==> src/rtl/fetch_unit.sv <==
// rtl/fetch_unit.sv - instruction fetch stage: sequential pc, prefetch FIFO, valid/ready to decode
module fetch_unit #(
    parameter int ISIZE  = 17,
    parameter int AWIDTH = 8,
    parameter int DEPTH  = 4
) (
    input  logic              clk,
    input  logic              rst_n,
    input  logic              start,
    input  logic [AWIDTH:0]   prog_len,
    input  logic              flush,
    input  logic [AWIDTH-1:0] flush_pc,
    output logic              imem_req,
    output logic [AWIDTH-1:0] imem_addr,
    input  logic [ISIZE-1:0]  imem_rdata,
    input  logic              imem_valid,
    output logic [ISIZE-1:0]  inst,
    output logic [AWIDTH-1:0] inst_pc,
    output logic              inst_valid,
    input  logic              inst_ready,
    output logic              halted
);
    localparam int PW = $clog2(DEPTH);
    localparam int CW = PW + 1;
    localparam logic [AWIDTH:0] PC_ONE = 1;

    typedef enum logic [1:0] {S_IDLE, S_RUN, S_DRAIN, S_DONE} state_t;

    state_t            state_q, state_d;
    logic [AWIDTH:0]   pc_q, pc_d;
    logic              outst_q, outst_d;
    logic              discard_q, discard_d;
    logic [ISIZE-1:0]  fifo_data_q [DEPTH];
    logic [AWIDTH-1:0] fifo_pc_q   [DEPTH];
    logic [PW-1:0]     rd_q, rd_d, wr_q, wr_d;
    logic [CW-1:0]     count_q, count_d, occ_after_pop;
    logic              imem_req_q, imem_req_d;
    logic [AWIDTH-1:0] imem_addr_q, imem_addr_d;
    logic [ISIZE-1:0]  inst_q, inst_d;
    logic [AWIDTH-1:0] inst_pc_q, inst_pc_d;
    logic              inst_valid_q, inst_valid_d;
    logic              halted_q, halted_d;

    logic              active, do_flush, resp, push, pop, mem_free, issue;
    logic [AWIDTH:0]   issue_pc;

    always_comb begin
        active   = (state_q == S_RUN) || (state_q == S_DRAIN);
        do_flush = flush && active;
        pop      = inst_valid_q && inst_ready;
        resp     = imem_valid && outst_q;
        push     = resp && !discard_q && !do_flush;
        // memory port is free for a new request once any outstanding one returns this cycle
        mem_free = !outst_q || imem_valid;

        occ_after_pop = count_q - CW'(pop);
        if (do_flush) begin
            count_d = '0;
            rd_d    = '0;
            wr_d    = '0;
        end else begin
            count_d = occ_after_pop + CW'(push);
            rd_d    = rd_q + PW'(pop);
            wr_d    = wr_q + PW'(push);
        end

        issue    = 1'b0;
        issue_pc = pc_q;
        state_d  = state_q;
        halted_d = halted_q;
        case (state_q)
            S_IDLE, S_DONE: begin
                if (start) begin
                    state_d  = S_RUN;
                    halted_d = 1'b0;
                    issue_pc = '0;
                    issue    = (prog_len != '0);
                end
            end
            S_RUN, S_DRAIN: begin
                if (do_flush) begin
                    state_d  = S_RUN;
                    issue_pc = {1'b0, flush_pc};
                    issue    = mem_free && (issue_pc < prog_len);
                end else if (state_q == S_RUN) begin
                    issue = mem_free && (pc_q < prog_len) && (count_d < CW'(DEPTH));
                    if (!issue && (pc_q >= prog_len)) begin
                        state_d = S_DRAIN;
                    end
                end else if ((count_d == '0) && mem_free) begin
                    state_d  = S_DONE;
                    halted_d = 1'b1;
                end
            end
            default: state_d = S_IDLE;
        endcase

        pc_d        = issue ? issue_pc + PC_ONE : issue_pc;
        outst_d     = issue ? 1'b1 : (resp ? 1'b0 : outst_q);
        discard_d   = resp ? 1'b0 : ((do_flush && outst_q) ? 1'b1 : discard_q);
        imem_req_d  = issue;
        imem_addr_d = issue ? issue_pc[AWIDTH-1:0] : imem_addr_q;

        // head register tracks the post-update FIFO head, bypassing a push into an empty FIFO
        inst_valid_d = (count_d != '0);
        inst_d       = inst_q;
        inst_pc_d    = inst_pc_q;
        if (!do_flush) begin
            if (push && (occ_after_pop == '0)) begin
                inst_d    = imem_rdata;
                inst_pc_d = imem_addr_q;
            end else if (count_d != '0) begin
                inst_d    = fifo_data_q[rd_d];
                inst_pc_d = fifo_pc_q[rd_d];
            end
        end
    end

    always_ff @(posedge clk) begin
        if (push) begin
            fifo_data_q[wr_q] <= imem_rdata;
            fifo_pc_q[wr_q]   <= imem_addr_q;
        end
    end

    always_ff @(posedge clk or negedge rst_n) begin
        if (!rst_n) begin
            state_q      <= S_IDLE;
            pc_q         <= '0;
            outst_q      <= 1'b0;
            discard_q    <= 1'b0;
            rd_q         <= '0;
            wr_q         <= '0;
            count_q      <= '0;
            imem_req_q   <= 1'b0;
            imem_addr_q  <= '0;
            inst_q       <= '0;
            inst_pc_q    <= '0;
            inst_valid_q <= 1'b0;
            halted_q     <= 1'b0;
        end else begin
            state_q      <= state_d;
            pc_q         <= pc_d;
            outst_q      <= outst_d;
            discard_q    <= discard_d;
            rd_q         <= rd_d;
            wr_q         <= wr_d;
            count_q      <= count_d;
            imem_req_q   <= imem_req_d;
            imem_addr_q  <= imem_addr_d;
            inst_q       <= inst_d;
            inst_pc_q    <= inst_pc_d;
            inst_valid_q <= inst_valid_d;
            halted_q     <= halted_d;
        end
    end

    assign imem_req   = imem_req_q;
    assign imem_addr  = imem_addr_q;
    assign inst       = inst_q;
    assign inst_pc    = inst_pc_q;
    assign inst_valid = inst_valid_q;
    assign halted     = halted_q;
endmodule

==> config.mk <==
export PLATFORM = sky130hd
export DESIGN_NAME = fetch_unit
export DESIGN_NICKNAME = d
export VERILOG_FILES = /design/src/rtl/fetch_unit.sv
export SDC_FILE = /design/constraint.sdc
export NUM_CORES = 1
export LEC_CHECK = 0
export CORE_UTILIZATION = 25
export DETAILED_ROUTE_END_ITERATION = 7
export PLACE_DENSITY = 0.45
export SYNTH_ARGS = -nofsm -noshare
export SYNTH_HDL_FRONTEND = slang
export SYNTH_SLANG_ARGS = --single-unit
==> constraint.sdc <==
create_clock -name clk -period 4.7 [get_ports clk]
set_input_delay 0.47 -clock clk [delete_from_list [all_inputs] [get_ports clk]]
set_output_delay 0.47 -clock clk [all_outputs]
set_load 0.01 [all_outputs]
## After elaboration in Yosys (flattened, before gate mapping)

Memory sizes are Yosys's and may differ from the RTL's.
Cells that the tools add are included.

- Register bits after elaboration: 56
- Bits in writable memories: 100
- Memories: 2

- $add $sub $neg: 5
- $lt $le $gt $ge: 4
- Eq/ne operators: 9
- Multiplexer cells: 32
- Bitwise operators: 1
- Reductions and logical operators: 31

Memories:

| memory | depth | bits a word | read ports | clocked after Yosys merged registers in | wr ports | RTL line | text |
|---|---|---|---|---|---|---|---|
| fifo_data_q | 4 | 17 | 1 | 0 | 1 | 33 | `logic [ISIZE-1:0] fifo_data_q [DEPTH];` |
| fifo_pc_q | 4 | 8 | 1 | 0 | 1 | 34 | `logic [AWIDTH-1:0] fifo_pc_q [DEPTH];` |

Operator list:

| operator | number |
|---|---|
| two-way mux 17 bit | 2 |
| two-way mux 9 bit | 3 |
| case mux 9 bit (2 select lines) | 1 |
| two-way mux 8 bit | 2 |
| two-way mux 2 bit | 7 |
| two-way mux 1 bit | 13 |
| logical AND 1 bit | 12 |
| adder 9 x 1 -> 9 bit, second input constant | 1 |
| greater-or-equal comparator 9 bit | 1 |
| less-than comparator 8 x 9 -> 1 bit | 1 |
| less-than comparator 9 bit | 1 |
| nonzero test 9 bit | 1 |
| inequality test 2 bit, second input constant | 4 |
| inequality test 4 bit, second input constant | 2 |
| zero test 3 bit | 2 |
| nonzero test 2 bit | 3 |
| adder 2 x 1 -> 2 bit | 2 |
| equality test 2 bit, second input constant | 2 |
| zero test 1 bit | 4 |
| case mux 1 bit (2 select lines) | 2 |
| case mux 2 bit (2 select lines) | 1 |
| AND reduction 4 bit | 1 |
| OR reduction 2 bit | 2 |
| adder 3 x 1 -> 3 bit | 1 |
| 10 further kinds | 11 |

## Logic depth before layout (Yosys ltp)

Gate-level depths: netlist of the first run.

- Word-level depth: 15
- Gate-level depth with buffers: 14

## Worst setup path before layout of the first run

No wires, ideal clock.

- Path kind: register -> register
- Start: register state_q[0]
- End: memory fifo_data_q[0][0] (enable)
- Library setup time: 444 ps
- Arrival time: 3231 ps
- Required time: 4256 ps
- Path slack: 1025 ps
- Stages on the path, launching flop included: 7
- Path buffers: 1
- Cells stage by stage: dfrtp_1 inv_1 ha_1 nor2b_1 buf_4 nor3_2 nor3b_1

- Word-level cells in the longest chain between the ends: 7
- Elaborated cells on any way between the ends: 8
- Those cells by class: eq/ne (2); mux (2); reduce/logical (4)

Ends and longest elaborated chain:

| what | RTL line | text |
|---|---|---|
| start, declared | 29 | `state_t state_q, state_d;` |
| start signal, assigned | 142 | `state_q <= state_d;` |
| equality test 2 x 1 -> 1 bit / equality test 2 bit (equally long branches) | 48 | `active = (state_q == S_RUN) \|\| (state_q == S_DRAIN);` |
| logical OR 1 bit (*) | 48 |  |
| logical AND 1 bit (*) | 49 | `do_flush = flush && active;` |
| zero test 1 bit (*) | - |  |
| logical AND 1 bit (*) | 52 | `push = resp && !discard_q && !do_flush;` |
| two-way mux 1 bit (*) | 120 | `if (push) begin` |
| two-way mux 1 bit (implied by the code) (*) | 121 | `fifo_data_q[wr_q] <= imem_rdata;` |
| end, declared | 33 |  |

Mark *: on every way between the ends. The rest lies on a longest branch, timed or not.

## Worst setup path in the final report of the first run

- Start: register state_q[0]
- End: register pc_q[1]

- Word-level cells in the longest chain between the ends: 13
- Elaborated cells on any way between the ends: 21
- Those cells by class: add/sub (2); order compare (1); eq/ne (3); mux (7); reduce/logical (8)

Ends and longest elaborated chain:

| what | RTL line | text |
|---|---|---|
| equality test 2 x 1 -> 1 bit / equality test 2 bit (equally long branches) | 48 |  |
| logical OR 1 bit (*) | 48 |  |
| logical AND 1 bit (*) | 49 |  |
| zero test 1 bit | - |  |
| logical AND 1 bit | 52 |  |
| adder 3 x 1 -> 3 bit | 62 | `count_d = occ_after_pop + CW'(push);` |
| two-way mux 3 bit (*) | 57 | `if (do_flush) begin` |
| net count_d[2] | 36 | `logic [CW-1:0] count_q, count_d, occ_after_pop;` |
| less-than comparator 3 bit (*) | 86 | `issue = mem_free && (pc_q < prog_len) && (count_d < CW'(DEPTH));` |
| logical AND 1 bit (*) | 86 |  |
| two-way mux 1 bit (*) | 85 | `end else if (state_q == S_RUN) begin` |
| two-way mux 1 bit (*) | 81 | `if (do_flush) begin` |
| case mux 1 bit (2 select lines) (*) | 71 | `case (state_q)` |
| two-way mux 9 bit (*) | 98 | `pc_d = issue ? issue_pc + PC_ONE : issue_pc;` |
| net pc_d[1] | 30 | `logic [AWIDTH:0] pc_q, pc_d;` |
| end signal, assigned | 143 | `pc_q <= pc_d;` |
| end, declared | 30 |  |

The timed path passes the listed nets; every way through them passes the cells marked *.
A chain may end at the register's enable or synchronous reset.

==> metrics, run 1 <==
combinational family with the most area after synthesis=compound AO/OA/AOI/OAI gates; adder-cell share of the synthesized area=4.67%; # rows=60; cell-internal power=0.00379 W; final cycle utilization of the critical path=81.7%; post-synthesis instance area=0.00697 mm²; Power Density=666 mW/mm²; Root Buffer=clkbuf_16; Min Hold Slack=0.210 ns; Layout Skew=0.00515 ns; DRC=0; status=completed; clock-pin slew on the worst setup and hold paths=0.06 ns; Worst R2R Start=state_q[0]$_DFFE_PN0P_; number of synthesized flops with an enable pin=100; number of diodes=0; Worst-Skew Late Latency=0.42 ns; Yosys cell types=47; CTS tree=done; Fin. Hold Viols=0; largest net degree at the start of global routing=57; CP Max Fanout=17; Final Slew Violations=0; CP startpoint kind=flop; Lkg Pwr=3.41 nW; Crit Reg-Reg Endpoint=pc_q[1]$_DFF_PN0_; R2R setup slack=0.86 ns; Initial DRC Count=277; Die Span Y=169 µm; post-synthesis xor/xnor area fraction=1.71%; CTS Hold Bufs=0; ys flop type=edfxtp_1; R2R depth=12; Antenna Violating Nets Remaining=0; layout cell share with drive strength beyond 1=10.4%; final setup fails=0; clk sinks=156; global-route wire length before repair=27100 µm; pre-CTS setup slack=0.857 ns; area leader, netlist=edfxtp_1; vias in the first global route=4882; cell count after synthesis=568; relative slew slack=29.4%; register area share after synthesis=63.2%; Die Area=0.0285 mm²; final period demand of the worst path=3.84 ns; Max Cap Viol=0; initial core utilization=25.6%; RSZ-0062 raised after global routing=false; cts repair resizes=0; switching power share of the total=35.7%; switching power=0.00210 W; IO Pins=76; core area=0.0272 mm²; area grow syn2layout=26.8%; total grt overflow=0; mux contribution to synthesized area=2.71%; CP endpoint kind=flop; Worst VDD drop=0.000261 V; htree depth=4; synthesis warning total=0; compound-gate portion of the synthesized area=12.7%; via count=4703; Synth top area share=43.1%; total wire length=16900 µm; vias per inst=4.57; Clk pwr share=25.8%; syn_area_per_cell=12.3 µm²; placed inst area=0.00816 mm²; ys async rst share=35.9%; IO Port Bufs=75; TritonRoute pass-1 iters=4; wire per inst=16.5 µm; CP required=5.01 ns; hpwl dp=10500 µm; Simple-Gate Fraction of Synth Area=11.8%; Bufs on Longest Clock Path=2; register share of total power=34.9%; Mapped Nets=634; Post-CTS Setup Inserts=0; initial antenna violation count=0; worst setup path class=reg -> reg; Area contributors post-synth=edfxtp_1, dfrtp_1, nand2_1, ha_1, a311oi_1; RePlAce Congestion=0.825; Comb pwr share=39.2%; Slew @ Worst Pin=1.06 ns; hold crit path type=in -> async; GRT Util Overall=12.5%; Peak Freq=0.260 GHz; flops & latches, synth=156; Die X=169 µm; Layout Nets=709; clock buffer count from CTS=17; Final WS setup=0.859 ns; critical path arrival=4.15 ns; final instance area=0.00883 mm²; setup TNS=0 ns
worst max path at each step:
stage	start	endpoint	cells past startpoint
floorplan	state_q[0]$_DFFE_PN0P_	fifo_data_q[0][0]$_DFFE_PP_	6
global placement	flush	pc_q[1]$_DFF_PN0_	12
detailed placement	flush	pc_q[1]$_DFF_PN0_	12
CTS	state_q[0]$_DFFE_PN0P_	pc_q[1]$_DFF_PN0_	12
global route	state_q[0]$_DFFE_PN0P_	inst[0]$_DFFE_PN0P_	10
finish	state_q[0]$_DFFE_PN0P_	pc_q[1]$_DFF_PN0_	12
registers in the layout, summed over array words and instances (netlist names), 2 cells and up:
| signal | count |
|---|---|
| count_q | 3 |
| state_q | 2 |
| fifo_pc_q | 32 |
| wr_q | 2 |
| inst | 17 |
| pc_q | 9 |
| inst_pc | 8 |
| fifo_data_q | 68 |
| imem_addr | 8 |
| rd_q | 2 |
area by class of cell:
cell class / count / area, µm²
multi-input combinational: 361 / 2380
inverter: 19 / 71.3
clock buffer: 21 / 492
tap: 372 / 465
sequential: 156 / 4400
fill: 2755 / 18300
clock inverter: 11 / 180
timing repair buffer: 88 / 843
metal layers:
layer	global-route usage (%)	vias to the layer above	part of all wire (%)
met2	20.9	95	48
met1	16.1	2349	48
met3	2.43	17	3.1
met4	4.11	0	1.2
met5	0	-	0
li1	-	2242	-
per-stage QoR:
stage	total power (W)	instances	util [%]
global placement	0.00439	996	30.0
floorplan	0.00355	568	-
CTS	0.00599	1028	32.5
global route	0.00634	1028	32.5
finish	0.00589	1028	32.5
detailed placement	0.00444	996	30.0
cell families (layout without fill, tap and decap cells):
| group | count (synthesis) | count (layout) |
|---|---|---|
| adders and majority gates | 26 | 26 |
| and+or+nand+nor | 173 | 173 |
| muxes | 16 | 16 |
| xor gates and xnor gates | 12 | 12 |
| buffers and inverters | 51 | 139 |
| AOI/OAI and AO/OA | 134 | 134 |
| DFF | 156 | 156 |
cells in the final DEF (no fill, tap or decap), types with 13 or more instances in the layout:
| cell type | instances |
|---|---|
| clkbuf_16 | 18 |
| and3_1 | 26 |
| clkdlybuf4s50_1 | 74 |
| a311oi_1 | 25 |
| dfrtp_1 | 56 |
| edfxtp_1 | 100 |
| a211oi_1 | 26 |
| nand2_1 | 94 |
| buf_4 | 13 |
| ha_1 | 26 |
| o21ai_0 | 29 |
| a21oi_1 | 39 |
| inv_1 | 18 |
critical path, stage by stage, from the launching register on:
cell,delay [ns]
dfrtp_1,0.43
inv_1,0.08
ha_1,0.65
nor2b_1,0.14
nor3_2,0.41
ha_1,0.23
ha_1,0.15
xnor3_1,0.27
nor2_4,0.13
nor2_2,0.07
a311oi_4,0.57
buf_4,0.30
mux2_4,0.31
synthesized netlist by cell type (all sizes together) (6+ instances only):
cell type  instances
buf               13
clkbuf            19
o21ai             32
inv               18
a211oi            26
dfrtp             56
xnor2              6
nand2             96
and3              26
edfxtp           100
mux2               8
nand2b             7
nor2              16
a311oi            26
ha                26
mux2i              8
a21oi             40
power by group through the flow:
stage | registers, W | logic, W | clock network, W
final | 0.00206 | 0.00231 | 0.00152
after global routing | 0.00210 | 0.00262 | 0.00162
after CTS | 0.00206 | 0.00236 | 0.00156
after detailed placement | 0.00209 | 0.00235 | 0
after global placement | 0.00208 | 0.00232 | 0
after floorplan | 0.00209 | 0.00147 | 0
(Power assumes the default switching activity.)
==> run 2: changes to the inputs <==
- clock period: 4.7 -> 3.7 ns (I/O delays scaled with it)
==> metrics, run 2 (synthesized netlist as in run 1, its figures left out) <==
status=completed (unchanged); setup TNS=0 ns (unchanged); vias in the first global route=4858 (was 4882); DRC=0 (unchanged); CP Max Fanout=50 (was 17); Max Cap Viol=0 (unchanged); IO Port Bufs=75 (unchanged); Die X=169 µm (unchanged); htree depth=4 (unchanged); most common cell after layout, fill and taps aside=edfxtp_1 (unchanged); IO Pins=76 (unchanged); hold crit path type=reg -> reg (was in -> async); clock-pin slew on the worst setup and hold paths=0.06 ns (about the same); Clk pwr share=24.0% (was 25.8%); Comb pwr share=40.7% (was 39.2%); clock buffer count from CTS=17 (unchanged); # rows=60 (unchanged); pre-CTS setup slack=0.332 ns (was 0.857 ns); CP required=3.95 ns (was 5.01 ns); number of flip-flops in the largest register=68 (unchanged); Final Slew Violations=0 (unchanged); hpwl dp=10800 µm (was 10500 µm); RePlAce Congestion=0.778 (was 0.825); Layout Skew=0.00906 ns (was 0.00515 ns); area grow syn2layout=27.1% (was 26.8%); critical path arrival=3.38 ns (was 4.15 ns); CP bufs+invs=1 (was 2); filler cell count=2745 (was 2755); GRT Util Overall=12.2% (was 12.5%); final cycle utilization of the critical path=84.6% (was 81.7%); Most common cell on crit path=ha_1 (unchanged); via count=4714 (was 4703); cts repair resizes=0 (unchanged); Lkg Pwr=3.43 nW (was 3.41 nW); layout cell share with drive strength beyond 1=10.4% (about the same); crit path cell chain=inv_1, ha_1, nor2b_1, nor3_2, ha_1, ha_1, xnor3_1, a21oi_1, nor2_4, o21ai_0 (was inv_1, ha_1, nor2b_1, nor3_2, ha_1, ha_1, xnor3_1, nor2_4, nor2_2, a311oi_4, buf_4, mux2_4); wire per inst=16.2 µm (was 16.5 µm); Root Buffer=clkbuf_16 (unchanged); total wire length=16800 µm (was 16900 µm); Die Span Y=169 µm (unchanged); vias per inst=4.55 (was 4.57); Power Density=834 mW/mm² (was 666 mW/mm²); Peak Freq=0.320 GHz (was 0.260 GHz); total grt overflow=0 (unchanged); CP endpoint kind=flop (unchanged); final setup fails=0 (unchanged); cell-internal power=0.00475 W (was 0.00379 W); Largest stage delay, worst path=0.83 ns (was 0.65 ns); Worst VDD drop=0.000377 V (was 0.000261 V); final core utilization=32.6% (was 32.5%); RSZ-0062 raised after global routing=false (unchanged); Post-CTS Setup Inserts=0 (unchanged); Bufs on Longest Clock Path=2 (unchanged); family with the most delay on the worst path=simple AND/OR/NAND/NOR gates (was adder cells); Slew @ Worst Pin=1.05 ns (was 1.06 ns); Worst-Skew Late Latency=0.41 ns (was 0.42 ns); TritonRoute pass-1 iters=4 (unchanged); core area=0.0272 mm² (unchanged); switching power share of the total=35.8% (was 35.7%); Final WS setup=0.571 ns (was 0.859 ns); final period demand of the worst path=3.13 ns (was 3.84 ns); Largest Register=fifo_data_q (unchanged); Die Area=0.0285 mm² (unchanged); clk sinks=156 (unchanged); global-route wire length before repair=26700 µm (was 27100 µm); number of diodes=0 (unchanged); initial antenna violation count=0 (unchanged); CTS tree=done (unchanged); register share of total power=35.3% (was 34.9%); CP startpoint kind=flop (unchanged); final instance area=0.00886 mm² (was 0.00883 mm²); initial core utilization=25.6% (unchanged); placed inst area=0.00823 mm² (was 0.00816 mm²); largest net degree at the start of global routing=51 (was 57); Fin. Hold Viols=0 (unchanged); worst setup path class=reg -> reg (unchanged); Layout Nets=716 (was 709); Critical-path top delay cell=nor2_4 (was ha_1); Antenna Violating Nets Remaining=0 (unchanged); commonest cells after routing, fill and taps aside=edfxtp_1, nand2_1, clkdlybuf4s50_1 (unchanged); Initial DRC Count=212 (was 277); switching power=0.00264 W (was 0.00210 W); relative slew slack=29.9% (was 29.4%)
-- run 2: changes by cell type in the layout (fill, tap and decap cells not counted) --
cell	previous run	this run
buf_12	0	2
buf_4	13	17
bufinv_16	4	1
clkbuf_1	0	4
clkbuf_16	18	21
clkbuf_8	3	2
clkinv_1	1	2
clkinv_2	0	3
clkinv_4	5	0
clkinvlp_4	1	0
dlygate4sd3_1	0	1
inv_6	1	0
-- run 2: cell type report --
class	count	area, µm²	share of cell area, %
sequential	156	4400	49.7
multi-input combinational	361	2380	26.8
timing repair buffer	95	923	10.4
clock buffer	27	568	6.41
tap	372	465	5.25
inverter	19	71.3	0.805
clock inverter	5	48.8	0.551
-- run 2: path summary, 6_finish.rpt --
path	slack (ns)	from	to	cells past startpoint
worst max-delay path	0.57	state_q[0]$_DFFE_PN0P_	inst_pc[2]$_DFFE_PN0P_	10
worst min-delay path	0.48	inst[2]$_DFFE_PN0P_	inst[2]$_DFFE_PN0P_	2
worst max register to register	0.57	state_q[0]$_DFFE_PN0P_	inst_pc[2]$_DFFE_PN0P_	10
worst min register to register	0.48	inst[2]$_DFFE_PN0P_	inst[2]$_DFFE_PN0P_	2
max in group asynchronous	2.26	rst_n	wr_q[0]$_DFF_PN0_	3
min in group asynchronous	0.50	rst_n	inst[7]$_DFFE_PN0P_	2
-- run 2: power groups by stage --
stage / Clock, W / Sequential, W / Combinational [W]
global route: 0.00190 / 0.00266 / 0.00338
finish: 0.00177 / 0.00261 / 0.00301
global placement: 0 / 0.00263 / 0.00301
floorplan: 0 / 0.00265 / 0.00186
detailed placement: 0 / 0.00265 / 0.00305
CTS: 0.00182 / 0.00262 / 0.00307
-- run 2: timing repair --
item / 4_1_cts / 5_1_grt
hold buffers: 1 / 0
setup endpoints to repair: 0 / 0
hold endpoints to repair: 22 / 0
-- run 2: worst min-delay path: stages, from the launching register on --
cell	delay, ns
dfrtp_1	0.34
nand2_1	0.04
o21ai_0	0.06
-- run 2: per-stage QoR --
step,power [W],hold WS [ns],std cells
final,0.00739,0.478,1035
after global routing,0.00794,0.507,1035
after CTS,0.00751,0.484,1035
after detailed placement,0.00570,0.424,1002
after global placement,0.00565,0.413,1002
after floorplan,0.00451,0.0744,568
-- run 2: routing by layer --
| layer | GRT usage, % | vias to the layer above | part of all wire [%] |
|---|---|---|---|
| met5 | 0 | - | 0 |
| met4 | 3.36 | 0 | 1.0 |
| met3 | 2.41 | 16 | 2.8 |
| met2 | 20.2 | 92 | 47 |
| met1 | 16.3 | 2348 | 49 |
| li1 | - | 2258 | - |
==> run 3: changes to the inputs <==
- PLACE_DENSITY: 0.45 -> 0.46
- clock period: 3.7 -> 2.8 ns (I/O delays scaled with it)
==> metrics, run 3 (synthesized netlist as in run 1, its figures left out) <==
initial antenna violation count=0 (unchanged); Peak Freq=0.381 GHz (was 0.320 GHz); Root Buffer=clkbuf_16 (unchanged); clk sinks=156 (unchanged); Max Cap Viol=0 (unchanged); Largest stage delay, worst path=0.37 ns (was 0.83 ns); final core utilization=33.4% (was 32.6%); CP Max Fanout=3 (was 50); clock-pin slew on the worst setup and hold paths=0.06 ns (about the same); total wire length=16900 µm (was 16800 µm); commonest cells after routing, fill and taps aside=edfxtp_1, nand2_1, clkdlybuf4s50_1 (unchanged); global-route wire length before repair=27400 µm (was 26700 µm); Fin. Hold Viols=0 (unchanged); layout cell share with drive strength beyond 1=13.4% (was 10.4%); Lkg Pwr=3.54 nW (was 3.43 nW); Layout Skew=0.00928 ns (was 0.00906 ns); final setup fails=0 (unchanged); GRT Util Overall=12.6% (was 12.2%); CP bufs+invs=2 (was 1); IO Pins=76 (unchanged); crit path cell chain=and2_1, ha_1, ha_1, inv_1, ha_1, xnor3_1, nor2_4, nor2_2, a311oi_4, buf_4, mux2_2 (was inv_1, ha_1, nor2b_1, nor3_2, ha_1, ha_1, xnor3_1, a21oi_1, nor2_4, o21ai_0); Critical-path top delay cell=dfrtp_1 (was nor2_4); largest net degree at the start of global routing=52 (was 51); Die Area=0.0285 mm² (unchanged); hpwl dp=11100 µm (was 10800 µm); clock buffer count from CTS=17 (unchanged); CP endpoint kind=flop (unchanged); wire per inst=16.1 µm (was 16.2 µm); Die X=169 µm (unchanged); IO Port Bufs=75 (unchanged); # rows=60 (unchanged); family with the most delay on the worst path=adder cells (was simple AND/OR/NAND/NOR gates); number of diodes=0 (unchanged); via count=4766 (was 4714); Die Span Y=169 µm (unchanged); critical path arrival=2.93 ns (was 3.38 ns); DRC=0 (unchanged); Antenna Violating Nets Remaining=0 (unchanged); worst setup path class=reg -> reg (unchanged); relative slew slack=54.5% (was 29.9%); Power Density=1110 mW/mm² (was 834 mW/mm²); RePlAce Congestion=0.767 (was 0.778); Final Slew Violations=0 (unchanged); Worst-Skew Late Latency=0.42 ns (was 0.41 ns); Layout Nets=734 (was 716); total grt overflow=0 (unchanged); RSZ-0062 raised after global routing=false (unchanged); htree depth=4 (unchanged); Bufs on Longest Clock Path=2 (unchanged); number of flip-flops in the largest register=68 (unchanged); setup TNS=0 ns (unchanged); Worst VDD drop=0.000454 V (was 0.000377 V); status=completed (unchanged); initial core utilization=25.6% (unchanged); area grow syn2layout=30.2% (was 27.1%); CP required=3.10 ns (was 3.95 ns); final cycle utilization of the critical path=93.8% (was 84.6%); TritonRoute pass-1 iters=4 (unchanged); vias per inst=4.53 (was 4.55); final period demand of the worst path=2.63 ns (was 3.13 ns); Largest Register=fifo_data_q (unchanged); Initial DRC Count=251 (was 212); core area=0.0272 mm² (unchanged); hold crit path type=in -> async (was reg -> reg); CTS tree=done (unchanged); Slew @ Worst Pin=0.682 ns (was 1.05 ns); vias in the first global route=4943 (was 4858); Most common cell on crit path=ha_1 (unchanged); CP startpoint kind=flop (unchanged); most common cell after layout, fill and taps aside=edfxtp_1 (unchanged)
-- run 3: changes by cell type in the layout (fill, tap and decap cells not counted), moves of 2 or more --
cell | previous run | this run
buf_4 | 17 | 29
buf_12 | 2 | 7
clkinv_2 | 3 | 5
nor4_1 | 4 | 2
nor4_2 | 0 | 2
-- run 3: metrics by stage --
step	hold WS [ns]	instances	instance area [µm²]	total power [W]	setup slack (ns)
2_1_floorplan	-0.0156	568	6990	0.00599	-0.171
3_3_place_gp	0.358	1019	8450	0.00785	-0.152
3_5_place_dp	0.373	1019	8450	0.00792	-0.188
4_1_cts	0.463	1052	9040	0.0102	0.0789
5_1_grt	0.496	1053	9070	0.0108	0.00206
6_report	0.430	1053	9070	0.0101	0.174
-- run 3: layout make-up --
cell class	count	area [µm²]
inverters	19	71.3
fillers	2754	18100
repair buffers	113	1120
multi-input cells	361	2420
clock inverters	5	25.0
clock buffers	27	558
well taps	372	465
flip-flops and latches	156	4400
-- run 3: power breakdown --
group	internal [W]	switching, W	total, W
registers	0.00309	0.000362	0.00345
clock network	0.00136	0.000878	0.00224
logic	0.00203	0.00235	0.00438
-- run 3: per-layer routing --
metal  up-vias  part of all wire (%)  global-route usage, %
li1       2296                     -                      -
met1      2367                    49                   16.6
met2        87                    47                   20.7
met3        16                   3.1                   2.45
met4         0                   1.1                   3.91
met5         -                     0                      0
-- run 3: worst paths after layout --
path                                            from                  endpoint  slack, ns  depth (start not counted)
worst max-delay path            inst_valid$_DFF_PN0_  imem_addr[0]$_DFFE_PN0P_       0.17                         11
worst min-delay path                           rst_n      inst[10]$_DFFE_PN0P_       0.43                          2
worst max register to register  inst_valid$_DFF_PN0_  imem_addr[0]$_DFFE_PN0P_       0.17                         11
worst min register to register  inst[11]$_DFFE_PN0P_      inst[11]$_DFFE_PN0P_       0.48                          2
max in group asynchronous                      rst_n         pc_q[4]$_DFF_PN0_       1.72                          3
min in group clk                inst[11]$_DFFE_PN0P_      inst[11]$_DFFE_PN0P_       0.48                          2
-- run 3: repair_timing --
action / CTS / global route
setup endpoints to repair: 1 / 12
hold endpoints to repair: 24 / 0
pin swaps: 0 / 1
resized for setup: 1 / 4
setup buffers: 0 / 1
hold buffers: 1 / 0
-- run 3: worst register-to-register path: cells and delay by family (launching register included) --
family          cells  cell delay [ns]
mux                 1             0.32
flops               1             0.37
compound gates      1             0.31
xor+xnor            1             0.26
simple gates        3             0.37
fa+ha+maj           3             0.63
buf+inv             2             0.25
